`src/rtl/mips_ctrl_pkg.sv`:
```
// Shared constants for the multicycle MIPS controller.
// Holds opcode and funct codes, ALUOp and ALUControl encodings, and the
// FSM state encoding. The top level and the ALU decoder both import it.
package mips_ctrl_pkg;

  localparam int unsigned OPCODE_W = 6;
  localparam int unsigned FUNCT_W  = 6;
  localparam int unsigned ALUOP_W  = 2;
  localparam int unsigned ALUCTL_W = 3;
  localparam int unsigned STATE_W  = 4;

  localparam logic [OPCODE_W-1:0] OP_LW    = 6'b100011;
  localparam logic [OPCODE_W-1:0] OP_SW    = 6'b101011;
  localparam logic [OPCODE_W-1:0] OP_RTYPE = 6'b000000;
  localparam logic [OPCODE_W-1:0] OP_BEQ   = 6'b000100;
  localparam logic [OPCODE_W-1:0] OP_BNE   = 6'b000101;
  localparam logic [OPCODE_W-1:0] OP_ADDI  = 6'b001000;
  localparam logic [OPCODE_W-1:0] OP_J     = 6'b000010;

  localparam logic [FUNCT_W-1:0] FN_ADD = 6'b100000;
  localparam logic [FUNCT_W-1:0] FN_SUB = 6'b100010;
  localparam logic [FUNCT_W-1:0] FN_SLT = 6'b101010;
  localparam logic [FUNCT_W-1:0] FN_MUL = 6'b011100;

  localparam logic [ALUCTL_W-1:0] ALU_ADD = 3'b010;
  localparam logic [ALUCTL_W-1:0] ALU_SUB = 3'b100;
  localparam logic [ALUCTL_W-1:0] ALU_SLT = 3'b110;
  localparam logic [ALUCTL_W-1:0] ALU_MUL = 3'b101;
  localparam logic [ALUCTL_W-1:0] ALU_NOP = 3'b000;

  localparam logic [ALUOP_W-1:0] ALUOP_ADD   = 2'b00;
  localparam logic [ALUOP_W-1:0] ALUOP_SUB   = 2'b01;
  localparam logic [ALUOP_W-1:0] ALUOP_FUNCT = 2'b10;
  localparam logic [ALUOP_W-1:0] ALUOP_RSVD  = 2'b11;

  typedef enum logic [STATE_W-1:0] {
    S_FETCH   = 4'd0,
    S_DECODE  = 4'd1,
    S_MEMADR  = 4'd2,
    S_MEMRD   = 4'd3,
    S_MEMWB   = 4'd4,
    S_MEMWR   = 4'd5,
    S_EXECUTE = 4'd6,
    S_ALUWB   = 4'd7,
    S_BRANCH  = 4'd8,
    S_ADDIEX  = 4'd9,
    S_ADDIWB  = 4'd10,
    S_JUMP    = 4'd11
  } state_e;

endpackage

```
`src/rtl/mips_multicycle_control_alu_decoder.sv`:
```
// ALU decoder: maps ALUOp and the R-type funct field to ALUControl.
// Ports: i_alu_op (ALUOp), i_funct (IR[5:0]), o_alu_control (ALU operation).
// Purely combinational.
module alu_decoder
  import mips_ctrl_pkg::*;
(
  input  logic [ALUOP_W-1:0]  i_alu_op,
  input  logic [FUNCT_W-1:0]  i_funct,
  output logic [ALUCTL_W-1:0] o_alu_control
);

  always_comb begin
    o_alu_control = ALU_ADD;
    case (i_alu_op)
      ALUOP_ADD: o_alu_control = ALU_ADD;
      ALUOP_SUB: o_alu_control = ALU_SUB;
      ALUOP_FUNCT: begin
        case (i_funct)
          FN_ADD:  o_alu_control = ALU_ADD;
          FN_SUB:  o_alu_control = ALU_SUB;
          FN_SLT:  o_alu_control = ALU_SLT;
          FN_MUL:  o_alu_control = ALU_MUL;
          default: o_alu_control = ALU_NOP;
        endcase
      end
      default: o_alu_control = ALU_ADD;
    endcase
  end

endmodule

```
`src/rtl/mips_multicycle_control.sv`:
```
// Multicycle MIPS controller: Moore FSM sequencing each instruction over
// 3-5 cycles plus memory waits, driving the shared-ALU/unified-memory datapath.
// Inputs : clk, rst (sync, active-high), Opcode, Funct, Zero, mem_ready.
// Outputs: mux selects (IorD, ALUSrcA, ALUSrcB, RegDest, memtoReg, PCSrc),
//          enables (IRWrite, memWrite, RegWrite, PCEn), ALUControl,
//          illegal_op pulse and state_o for debug. All outputs combinational.
module mips_multicycle_control
  import mips_ctrl_pkg::*;
#(
  parameter int unsigned OPCODE_WIDTH      = OPCODE_W,
  parameter int unsigned FUNCT_WIDTH       = FUNCT_W,
  parameter int unsigned ALUOP_WIDTH       = ALUOP_W,
  parameter int unsigned ALU_CONTROL_WIDTH = ALUCTL_W,
  parameter int unsigned STATE_WIDTH       = STATE_W
) (
  input  logic                         clk,
  input  logic                         rst,
  input  logic [OPCODE_WIDTH-1:0]      Opcode,
  input  logic [FUNCT_WIDTH-1:0]       Funct,
  input  logic                         Zero,
  input  logic                         mem_ready,
  output logic                         IorD,
  output logic                         ALUSrcA,
  output logic                         RegDest,
  output logic                         memtoReg,
  output logic [1:0]                   ALUSrcB,
  output logic [1:0]                   PCSrc,
  output logic                         IRWrite,
  output logic                         memWrite,
  output logic                         RegWrite,
  output logic                         PCEn,
  output logic [ALU_CONTROL_WIDTH-1:0] ALUControl,
  output logic                         illegal_op,
  output logic [STATE_WIDTH-1:0]       state_o
);

  state_e                 r_state;
  state_e                 w_next;
  logic [ALUOP_WIDTH-1:0] w_alu_op;

  // State register.
  always_ff @(posedge clk) begin
    if (rst) r_state <= S_FETCH;
    else     r_state <= w_next;
  end

  // Next-state and Moore output decode; reset overrides with FETCH selects.
  always_comb begin
    w_next     = S_FETCH;
    w_alu_op   = ALUOP_ADD;
    IorD       = 1'b0;
    ALUSrcA    = 1'b0;
    RegDest    = 1'b0;
    memtoReg   = 1'b0;
    ALUSrcB    = 2'b00;
    PCSrc      = 2'b00;
    IRWrite    = 1'b0;
    memWrite   = 1'b0;
    RegWrite   = 1'b0;
    PCEn       = 1'b0;
    illegal_op = 1'b0;
    case (r_state)
      S_FETCH: begin
        ALUSrcB = 2'b01;
        IRWrite = mem_ready;
        PCEn    = mem_ready;
        w_next  = mem_ready ? S_DECODE : S_FETCH;
      end
      S_DECODE: begin
        ALUSrcB = 2'b11;
        case (Opcode)
          OP_LW, OP_SW:   w_next = S_MEMADR;
          OP_RTYPE:       w_next = S_EXECUTE;
          OP_BEQ, OP_BNE: w_next = S_BRANCH;
          OP_ADDI:        w_next = S_ADDIEX;
          OP_J:           w_next = S_JUMP;
          default: begin
            w_next     = S_FETCH;
            illegal_op = 1'b1;
          end
        endcase
      end
      S_MEMADR: begin
        ALUSrcA = 1'b1;
        ALUSrcB = 2'b10;
        w_next  = (Opcode == OP_SW) ? S_MEMWR : S_MEMRD;
      end
      S_MEMRD: begin
        IorD   = 1'b1;
        w_next = mem_ready ? S_MEMWB : S_MEMRD;
      end
      S_MEMWB: begin
        memtoReg = 1'b1;
        RegWrite = 1'b1;
      end
      S_MEMWR: begin
        IorD     = 1'b1;
        memWrite = 1'b1;
        w_next   = mem_ready ? S_FETCH : S_MEMWR;
      end
      S_EXECUTE: begin
        ALUSrcA  = 1'b1;
        w_alu_op = ALUOP_FUNCT;
        w_next   = S_ALUWB;
      end
      S_ALUWB: begin
        RegDest  = 1'b1;
        RegWrite = 1'b1;
      end
      S_BRANCH: begin
        ALUSrcA  = 1'b1;
        w_alu_op = ALUOP_SUB;
        PCSrc    = 2'b01;
        // bne shares the state; its taken sense is the inverse of beq.
        PCEn     = Zero ^ (Opcode == OP_BNE);
      end
      S_ADDIEX: begin
        ALUSrcA = 1'b1;
        ALUSrcB = 2'b10;
        w_next  = S_ADDIWB;
      end
      S_ADDIWB: RegWrite = 1'b1;
      S_JUMP: begin
        PCSrc = 2'b10;
        PCEn  = 1'b1;
      end
      default: w_next = S_FETCH;
    endcase
    if (rst) begin
      w_alu_op   = ALUOP_ADD;
      IorD       = 1'b0;
      ALUSrcA    = 1'b0;
      RegDest    = 1'b0;
      memtoReg   = 1'b0;
      ALUSrcB    = 2'b01;
      PCSrc      = 2'b00;
      IRWrite    = 1'b0;
      memWrite   = 1'b0;
      RegWrite   = 1'b0;
      PCEn       = 1'b0;
      illegal_op = 1'b0;
    end
  end

  assign state_o = rst ? STATE_WIDTH'(S_FETCH) : STATE_WIDTH'(r_state);

  alu_decoder u_alu_decoder (
    .i_alu_op      (w_alu_op),
    .i_funct       (Funct),
    .o_alu_control (ALUControl)
  );

endmodule

```
`config.mk`:
```
export PLATFORM = sky130hd
export DESIGN_NAME = mips_multicycle_control
export DESIGN_NICKNAME = d
export VERILOG_FILES = /design/src/rtl/mips_ctrl_pkg.sv /design/src/rtl/mips_multicycle_control_alu_decoder.sv /design/src/rtl/mips_multicycle_control.sv
export SDC_FILE = /design/constraint.sdc
export NUM_CORES = 1
export LEC_CHECK = 0
export ABC_AREA = 1
export CORE_MARGIN = 2
export CORE_UTILIZATION = 44
export CTS_BUF_LIST = sky130_fd_sc_hd__clkbuf_8
export DETAILED_ROUTE_END_ITERATION = 8
export HOLD_SLACK_MARGIN = 0.06
export PLACE_DENSITY = 0.94
export SYNTH_ARGS = -nofsm -noshare
export SYNTH_HDL_FRONTEND = slang
export SYNTH_HIERARCHICAL = 1
export SYNTH_SLANG_ARGS = --single-unit
```
`constraint.sdc`:
```
create_clock -name clk -period 5.2 [get_ports clk]
set_clock_uncertainty 0.1 [all_clocks]
set_input_delay 1.04 -clock clk [delete_from_list [all_inputs] [get_ports clk]]
set_output_delay 1.04 -clock clk [all_outputs]
set_load 0.1 [all_outputs]
```
==> flow_summary.json, run 1 <==
{
  "drc": 0,
  "cap_violations": 0,
  "yosys-top-cells-area": "nor2_1, nand2_1, inv_1",
  "seqPwrFrac_pct": 20.6,
  "crit_type": "in -> out",
  "cp_cell_sequence": "clkdlybuf4s50_1 > nor2_1 > inv_1 > ha_1 > nor3_1 > buf_4",
  "r2r_start": "r_state[1]",
  "avgSynthCellArea_um2": 4.801,
  "synthFlopType": "dfxtp_1",
  "hold_buffers": 0,
  "cts_root_buf": "clkbuf_8",
  "wl_per_cell_um": 11.10,
  "drt-initial-drc-count": 25,
  "track_usage_pct": 23.42,
  "synth_top_area_share_pct": 21.28,
  "whs_path_depth": 3,
  "status": "completed",
  "worst_setup_path_start_kind": "primary input",
  "worstPathRequired_ns": 4.06,
  "drive_gt1_share_pct": 16.39,
  "num_rows": 14,
  "worstSetupPathDepth": 6,
  "fin_tns_setup_ns": 0,
  "critPathCapture": "ALUControl[0]",
  "critPathCaptureType": "output pin",
  "fmax_ghz": 0.2430,
  "relSlewSlack_pct": 58.58,
  "p_sw_share_pct": 36.74,
  "comb_power_share_pct": 36.6,
  "cts_buffer_depth": 2,
  "rr_endpoint": "r_state[1]",
  "ys_seq_area_share_pct": 11.35,
  "pin_count": 36,
  "ys_top_cells_by_count": "nor2_1, nand2_1, inv_1",
  "crit_family": "buffers and inverters",
  "fillers": 142,
  "critPathSlowestCell": "clkdlybuf4s50_1",
  "die_area_mm2": 0.001940,
  "cts_setup_buffers": 0,
  "rsz0062_at_grt": "false",
  "coreArea_mm2": 0.001506,
  "antenna_found_initial": 0,
  "synth_edf_count": 0,
  "power_frac_clock_pct": 42.8,
  "rrSetupSlack_ns": 3.86,
  "regArea_um2": 80.08,
  "drt_pass1_iterations": 4,
  "ir_drop_mv": 0.1357,
  "multi_input_area_um2": 521.8,
  "p_leak_nw": 0.5781,
  "clk_pin_slew_ns": 0.04,
  "setup_violations": 0,
  "drt-vias-per-instance": 5.025,
  "synthToLayoutAreaGrowth_pct": 50.89,
  "fin_nets": 203,
  "period_share_pct": 79.15,
  "grt_pass1_wl_um": 3450,
  "cpPeakStageDelay_ns": 0.73,
  "finalHoldViolCount": 0,
  "largestRegisters": "r_state x4",
  "grt_pass1_vias": 920,
  "hold_path.class": "reg -> reg",
  "initial_utilization_pct": 46.84,
  "ys_types": 20,
  "whs_ns": 0.6651,
  "netlist_instances": 147,
  "synthesis.area_um2": 705.7,
  "clock_sinks": 4,
  "antenna_left": 0,
  "cts_tree": "yes",
  "ys_warn_count": 6,
  "insertion_delay_ns": 0.22,
  "post-synth-top-count-cell": "nor2_1",
  "tightestPinTransition_ns": 0.6193,
  "arrival_ns": 2.98,
  "diodes": 0,
  "cts_resized": 0,
  "grt_max_degree": 19,
  "largest_reg_flops": 4,
  "ys_ff_latch": 4,
  "cts_buffers": 3,
  "crit_start": "rst",
  "die_w_um": 44.05,
  "portBuffers": 35,
  "wl_um": 2208,
  "dpl.hpwl_um": 1713,
  "vias": 1000,
  "yosys.area.top_type": "nor2_1",
  "powerDensity_mw_per_mm2": 149.5,
  "p_switching_w": 0.00005848,
  "largest_register": "r_state",
  "drv_slew": 0,
  "synth_async_sr_flop_share_pct": 0,
  "path_max_fanout": 18,
  "die_y_um": 44.05,
  "synth_nets": 165,
  "r2r_cells": 8,
  "grt-ovfl-total": 0,
  "final.min_clock_period_ns": 4.116,
  "internal_power_w": 0.0001007,
  "htree_levels": 1,
  "cp_num_buf_inv": 3,
  "gp_congestion": 0.8420
}
[worst register-to-register path: stages (launching register included)]
cell and delay, ns:
dfxtp_1 0.48, nand2_1 0.18, inv_1 0.11, nand2_2 0.07, nor2_2 0.10, nor2_1 0.06, nand3_1 0.08, nand2_1 0.06
inv_1 0.05
[area by class of cell]
class,count,area share [%]
Clock buffer,3,3.878
Inverter,27,9.518
Multi-Input combinational cell,114,49.00
Sequential cell,4,7.521
Tap cell,16,1.880
Timing Repair Buffer,35,28.20
[cell families after synthesis]
logic type | share of synthesized area, %
AOI/OAI and AO/OA | 8.512
adders and majority gates | 3.546
buffers and inverters | 15.42
DFF | 11.35
and+or+nand+nor | 61.17
[per-layer routing]
metal | track usage, % | part of all wire [%] | vias to the layer above
met1 | 23.13 | 41 | 431
met3 | 6.531 | 5.6 | 6
li1 | - | - | 526
met4 | 10.30 | 1.9 | 0
met5 | 0 | 0 | -
met2 | 44.71 | 51 | 37
[placed cells by master (no fill, tap or decap), types with 2 or more instances in the layout]
master | Yosys | layout
ha_1 | 2 | 2
buf_4 | 0 | 20
dfxtp_1 | 4 | 4
nor2_4 | 2 | 2
a21oi_1 | 2 | 2
inv_1 | 26 | 26
o21ai_0 | 3 | 3
nand2_1 | 36 | 36
nand3_1 | 16 | 16
nor2_1 | 40 | 40
clkbuf_8 | 0 | 3
clkdlybuf4s50_1 | 0 | 15
nor3_1 | 5 | 4
[worst min-delay path by stage]
stage,start,to
final,r_state[2],r_state[3]
after global routing,r_state[2],r_state[3]
after CTS,r_state[2],r_state[3]
after detailed placement,r_state[2],r_state[3]
after global placement,r_state[2],r_state[3]
after floorplan,r_state[2],r_state[3]
[power groups by stage]
stage / clock (W) / combinational [W] / sequential [W]
2_1_floorplan: 0 / 0.0000372 / 0.0000329
3_3_place_gp: 0 / 0.0000570 / 0.0000331
3_5_place_dp: 0 / 0.0000576 / 0.0000332
4_1_cts: 0.0000683 / 0.0000581 / 0.0000327
5_1_grt: 0.0000716 / 0.0000625 / 0.0000329
6_report: 0.0000681 / 0.0000583 / 0.0000328
[metrics by stage]
| stage | utilization, % | cell area [µm²] | power [W] | worst slack (ns) | std cells |
|---|---|---|---|---|---|
| 3_3_place_gp | 67.94 | 1023 | 0.00009010 | 1.185 | 196 |
| 5_1_grt | 70.68 | 1065 | 0.0001670 | 0.9524 | 199 |
| 2_1_floorplan | - | 710.7 | 0.00007010 | -0.01680 | 147 |
| 3_5_place_dp | 67.94 | 1023 | 0.00009075 | 1.124 | 196 |
| 6_report | 70.68 | 1065 | 0.0001592 | 1.084 | 199 |
| 4_1_cts | 70.68 | 1065 | 0.0001592 | 1.103 | 199 |
No activity file was read; power rests on OpenSTA's default activity.
==> run 2: changes to the inputs <==
- CORE_UTILIZATION: 44 -> 41
- PLACE_DENSITY: 0.94 -> 0.89
- clock period: 5.2 -> 3.85 ns (I/O delays scaled with it)
==> run 2 against run 1 <==
Net effect: sequential cell count did not move; global-route usage fell by 0.55 points; largest power group unchanged; critical path type unchanged; highest routed layer unchanged; register-to-register slack got worse by 1.4 ns.
==> flow_summary.json, run 2 (synthesis results as in run 1) <==
{
  "htree_levels": 1,
  "drive_gt1_share_pct": 19.57,
  "relSlewSlack_pct": 76.61,
  "antenna_left": 0,
  "track_usage_pct": 22.87,
  "largest_register": "r_state",
  "grt_pass1_wl_um": 3574,
  "coreArea_mm2": 0.001559,
  "largest_reg_flops": 4,
  "largestRegisters": "r_state x4",
  "wl_per_cell_um": 11.33,
  "postLayoutCellArea_mm2": 0.001247,
  "initial_utilization_pct": 45.26,
  "regArea_um2": 80.08,
  "final.min_clock_period_ns": 3.200,
  "layout_common_cells": "nor2_1, nand2_1, inv_1, nand3_1, clkdlybuf4s50_1",
  "layout.cells.non_filler": 200,
  "worst_setup_path_start_kind": "primary input",
  "p_sw_share_pct": 35.26,
  "antenna_found_initial": 0,
  "hold_path.class": "reg -> reg",
  "fin_tns_setup_ns": 0,
  "comb_power_share_pct": 39.4,
  "die_w_um": 45.49,
  "setup_violations": 0,
  "diodes": 0,
  "final_common_cell": "nor2_1",
  "p_leak_nw": 0.6309,
  "cts_tree": "yes",
  "period_share_pct": 83.12,
  "multi_input_area_um2": 546.8,
  "drt-initial-drc-count": 30,
  "die_y_um": 45.49,
  "worstPathRequired_ns": 2.98,
  "die_area_mm2": 0.002069,
  "powerDensity_mw_per_mm2": 173.7,
  "finalHoldViolCount": 0,
  "grt_max_degree": 16,
  "fin_nets": 204,
  "vias": 1033,
  "ir_drop_mv": 0.2641,
  "insertion_delay_ns": 0.22,
  "grt_pass1_vias": 933,
  "power.total_w": 0.0002167,
  "drv_slew": 0,
  "p_switching_w": 0.00007642,
  "cts_buffers": 3,
  "clk_pin_slew_ns": 0.03,
  "wl_um": 2266,
  "fmax_ghz": 0.3125,
  "dpl.hpwl_um": 1933,
  "synthToLayoutAreaGrowth_pct": 76.77,
  "crit_type": "in -> out",
  "arrival_ns": 2.33,
  "dp_cells": 197,
  "placed_cell_area_mm2": 0.001206,
  "clock_sinks": 4,
  "cts_buffer_depth": 2,
  "fillers": 116,
  "path_max_fanout": 4,
  "internal_power_w": 0.0001403,
  "cts_root_buf": "clkbuf_8",
  "hold_buffers": 0,
  "portBuffers": 35,
  "drt-vias-per-instance": 5.165,
  "cts_resized": 0,
  "rsz0062_at_grt": "false",
  "cap_violations": 0,
  "drc": 0,
  "tightestPinTransition_ns": 0.3472,
  "status": "completed",
  "drt_pass1_iterations": 4,
  "cts_setup_buffers": 0,
  "grt-ovfl-total": 0,
  "gp_congestion": 0.8632,
  "num_rows": 14,
  "seqPwrFrac_pct": 20.5,
  "whs_ns": 0.6772,
  "critPathCaptureType": "output pin",
  "power_frac_clock_pct": 40.1,
  "pin_count": 36
}
-- run 2: cell count changes in the layout (fill, tap and decap cells not counted) --
cell | before | now
a211oi_1 | 1 | 0
a211oi_2 | 0 | 1
nor3_1 | 4 | 1
o31ai_2 | 0 | 1
nor3_2 | 1 | 4
buf_4 | 20 | 9
o31ai_1 | 1 | 0
buf_12 | 0 | 12
-- run 2: final timing paths --
check             startpoint             to  slack, ns  cells past startpoint
setup / recovery         rst  ALUControl[1]       0.65                      7
hold / removal    r_state[2]     r_state[3]       0.68                      3
setup reg to reg  r_state[1]     r_state[1]       2.49                      8
hold reg to reg   r_state[2]     r_state[3]       0.68                      3
-- run 2: layer usage --
metal | global-route usage [%] | wire length, µm | vias to the layer above
met5 | 0 | 0 | -
met4 | 7.059 | 43 | 0
met3 | 6.746 | 189 | 6
met2 | 41.69 | 1167 | 48
met1 | 24.94 | 866 | 451
li1 | - | - | 528
-- run 2: through the flow --
step | setup slack, ns | utilization, %
detailed placement | 0.6679 | 77.37
finish | 0.6500 | 80.02
global placement | 0.7518 | 77.37
CTS | 0.6537 | 80.02
floorplan | -0.1793 | -
global route | 0.5778 | 80.02
-- run 2: worst max-delay path, cell delays in order --
cell	delay [ns]
clkdlybuf4s50_1	0.47
nor2_1	0.19
inv_1	0.07
ha_1	0.23
or2_2	0.29
nand2_1	0.12
buf_12	0.18
-- run 2: layout make-up --
type / instances / area share (%)
multi-input combinational: 114 / 43.83
timing repair buffer: 36 / 36.71
inverter: 27 / 8.124
sequential: 4 / 6.419
clock buffer: 3 / 3.310
tap: 16 / 1.605
-- run 2: power by group through the flow --
stage	logic [W]	registers [W]	clock network, W
2_1_floorplan	0.0000512	0.0000446	0
3_3_place_gp	0.0000831	0.0000449	0
3_5_place_dp	0.0000848	0.0000450	0
4_1_cts	0.0000852	0.0000445	0.0000878
5_1_grt	0.0000915	0.0000445	0.0000923
6_report	0.0000853	0.0000445	0.0000870
==> run 3: changes to the inputs <==
- clock period: 3.85 -> 3.2 ns (I/O delays scaled with it)
==> run 3 against run 2 <==
Net effect: combinational power is 31% higher; clock power increased by 20%; final cell count is the same; die area is the same; non-clock buffer count is the same; critical path depth increased by 2; largest cell class is now buffers; register-to-register slack got worse by 0.67 ns; global-route usage increased by 6.1 points; design area increased by 8.5%; sequential cell count is the same; critical path type is now reg -> out.
==> flow_summary.json, run 3 (synthesis results as in run 1) <==
{
  "finalHoldViolCount": 0,
  "r2r_cells": 6,
  "antenna_found_initial": 0,
  "antenna_left": 0,
  "critPathCapture": "ALUControl[1]",
  "rsz0062_at_grt": "false",
  "clk_pin_slew_ns": 0.03,
  "critPathCaptureType": "output pin",
  "drive_gt1_share_pct": 19.57,
  "portBuffers": 35,
  "post-place-ws_ns": 0.3022,
  "drt-initial-drc-count": 53,
  "grt_max_degree": 16,
  "largestRegisters": "r_state x4",
  "cts_buffers": 3,
  "r2r_start": "r_state[1]",
  "rrSetupSlack_ns": 1.82,
  "die_y_um": 45.49,
  "seqPwrFrac_pct": 19.9,
  "pin_count": 36,
  "largest_reg_flops": 4,
  "cts_setup_buffers": 0,
  "path_max_fanout": 7,
  "power_frac_clock_pct": 38.5,
  "worst_setup_path_start_kind": "flop",
  "internal_power_w": 0.0001747,
  "diodes": 0,
  "crit_type": "reg -> out",
  "arrival_ns": 2.20,
  "largest_register": "r_state",
  "power.total_w": 0.0002700,
  "p_leak_nw": 0.6703,
  "dpl.hpwl_um": 2104,
  "cts_root_buf": "clkbuf_8",
  "relSlewSlack_pct": 74.53,
  "period_share_pct": 91.85,
  "final.min_clock_period_ns": 2.939,
  "drc": 0,
  "track_usage_pct": 29.00,
  "worstPathRequired_ns": 2.46,
  "comb_power_share_pct": 41.6,
  "tightestPinTransition_ns": 0.3803,
  "synthToLayoutAreaGrowth_pct": 91.84,
  "cts_resized": 0,
  "layout.cells.non_filler": 200,
  "p_switching_w": 0.00009521,
  "layout_common_cells": "nor2_1, nand2_1, inv_1, buf_12, nand3_1",
  "multi_input_area_um2": 553.0,
  "regArea_um2": 80.08,
  "final_common_cell": "nor2_1",
  "powerDensity_mw_per_mm2": 199.4,
  "ir_drop_mv": 0.3019,
  "fillers": 83,
  "p_sw_share_pct": 35.27,
  "setup_violations": 0,
  "gp_congestion": 0.8436,
  "num_rows": 14,
  "grt-ovfl-total": 0,
  "grt_pass1_vias": 1046,
  "insertion_delay_ns": 0.21,
  "drt_pass1_iterations": 6,
  "fmax_ghz": 0.3402,
  "drv_slew": 0,
  "clock_sinks": 4,
  "wl_um": 2709,
  "cts_tree": "yes",
  "rr_endpoint": "r_state[0]",
  "grt_pass1_wl_um": 4388,
  "setup_ws_ns": 0.2607,
  "wl_per_cell_um": 13.55,
  "die_area_mm2": 0.002069,
  "htree_levels": 1,
  "hold_path.class": "reg -> reg",
  "fin_nets": 204,
  "cts_buffer_depth": 2,
  "fin_tns_setup_ns": 0,
  "crit_start": "r_state[1]",
  "drt-vias-per-instance": 5.600,
  "vias": 1120,
  "hold_buffers": 0,
  "cap_violations": 0,
  "status": "completed",
  "die_w_um": 45.49,
  "dp_cells": 197,
  "coreArea_mm2": 0.001559,
  "initial_utilization_pct": 45.26
}
[run 3: worst max-delay path: stages, from the launching register on]
cell and delay (ns):
dfxtp_1 0.51, inv_1 0.12, nor2_1 0.16, nand2_1 0.13, nor2_1 0.17, inv_1 0.07
ha_1 0.20, or2_2 0.31, nand2_1 0.12, buf_12 0.18
[run 3: layout make-up]
class,count,area share (%)
Tap cell,16,1.479
Clock buffer,3,3.050
Sequential cell,4,5.915
Timing Repair Buffer,36,41.22
Inverter,27,7.486
Multi-Input combinational cell,114,40.85
[run 3: per-layer routing]
layer / routed length (µm) / up-vias / share of wire (%) / track usage, %
li1: - / 530 / - / -
met5: 0 / - / 0 / 0
met3: 194 / 6 / 7.2 / 4.762
met4: 57 / 0 / 2.1 / 8.824
met2: 1459 / 71 / 54 / 57.75
met1: 998 / 513 / 37 / 29.83
[run 3: worst min path at each step]
stage	from	endpoint	slack [ns]	cells after the start
finish	r_state[2]	r_state[3]	0.67	3
global route	r_state[2]	r_state[3]	0.69	3
global placement	r_state[2]	r_state[3]	0.60	3
detailed placement	r_state[2]	r_state[3]	0.61	3
CTS	r_state[2]	r_state[3]	0.65	3
floorplan	r_state[2]	r_state[3]	0.53	3
[run 3: metrics by stage]
| step | cell area (µm²) | utilization [%] | hold WS [ns] |
|---|---|---|---|
| 2_1_floorplan | 742.0 | - | 0.5341 |
| 3_3_place_gp | 1313 | 84.19 | 0.6046 |
| 3_5_place_dp | 1313 | 84.19 | 0.6112 |
| 4_1_cts | 1354 | 86.84 | 0.6499 |
| 5_1_grt | 1354 | 86.84 | 0.6898 |
| 6_report | 1354 | 86.84 | 0.6684 |
[run 3: power groups by stage]
| stage | Clock (W) | Sequential [W] | Combinational [W] |
|---|---|---|---|
| 3_5_place_dp | 0 | 0.0000540 | 0.000110 |
| 3_3_place_gp | 0 | 0.0000539 | 0.000107 |
| 5_1_grt | 0.000109 | 0.0000537 | 0.000119 |
| 6_report | 0.000104 | 0.0000537 | 0.000112 |
| 4_1_cts | 0.000106 | 0.0000535 | 0.000111 |
| 2_1_floorplan | 0 | 0.0000536 | 0.0000618 |
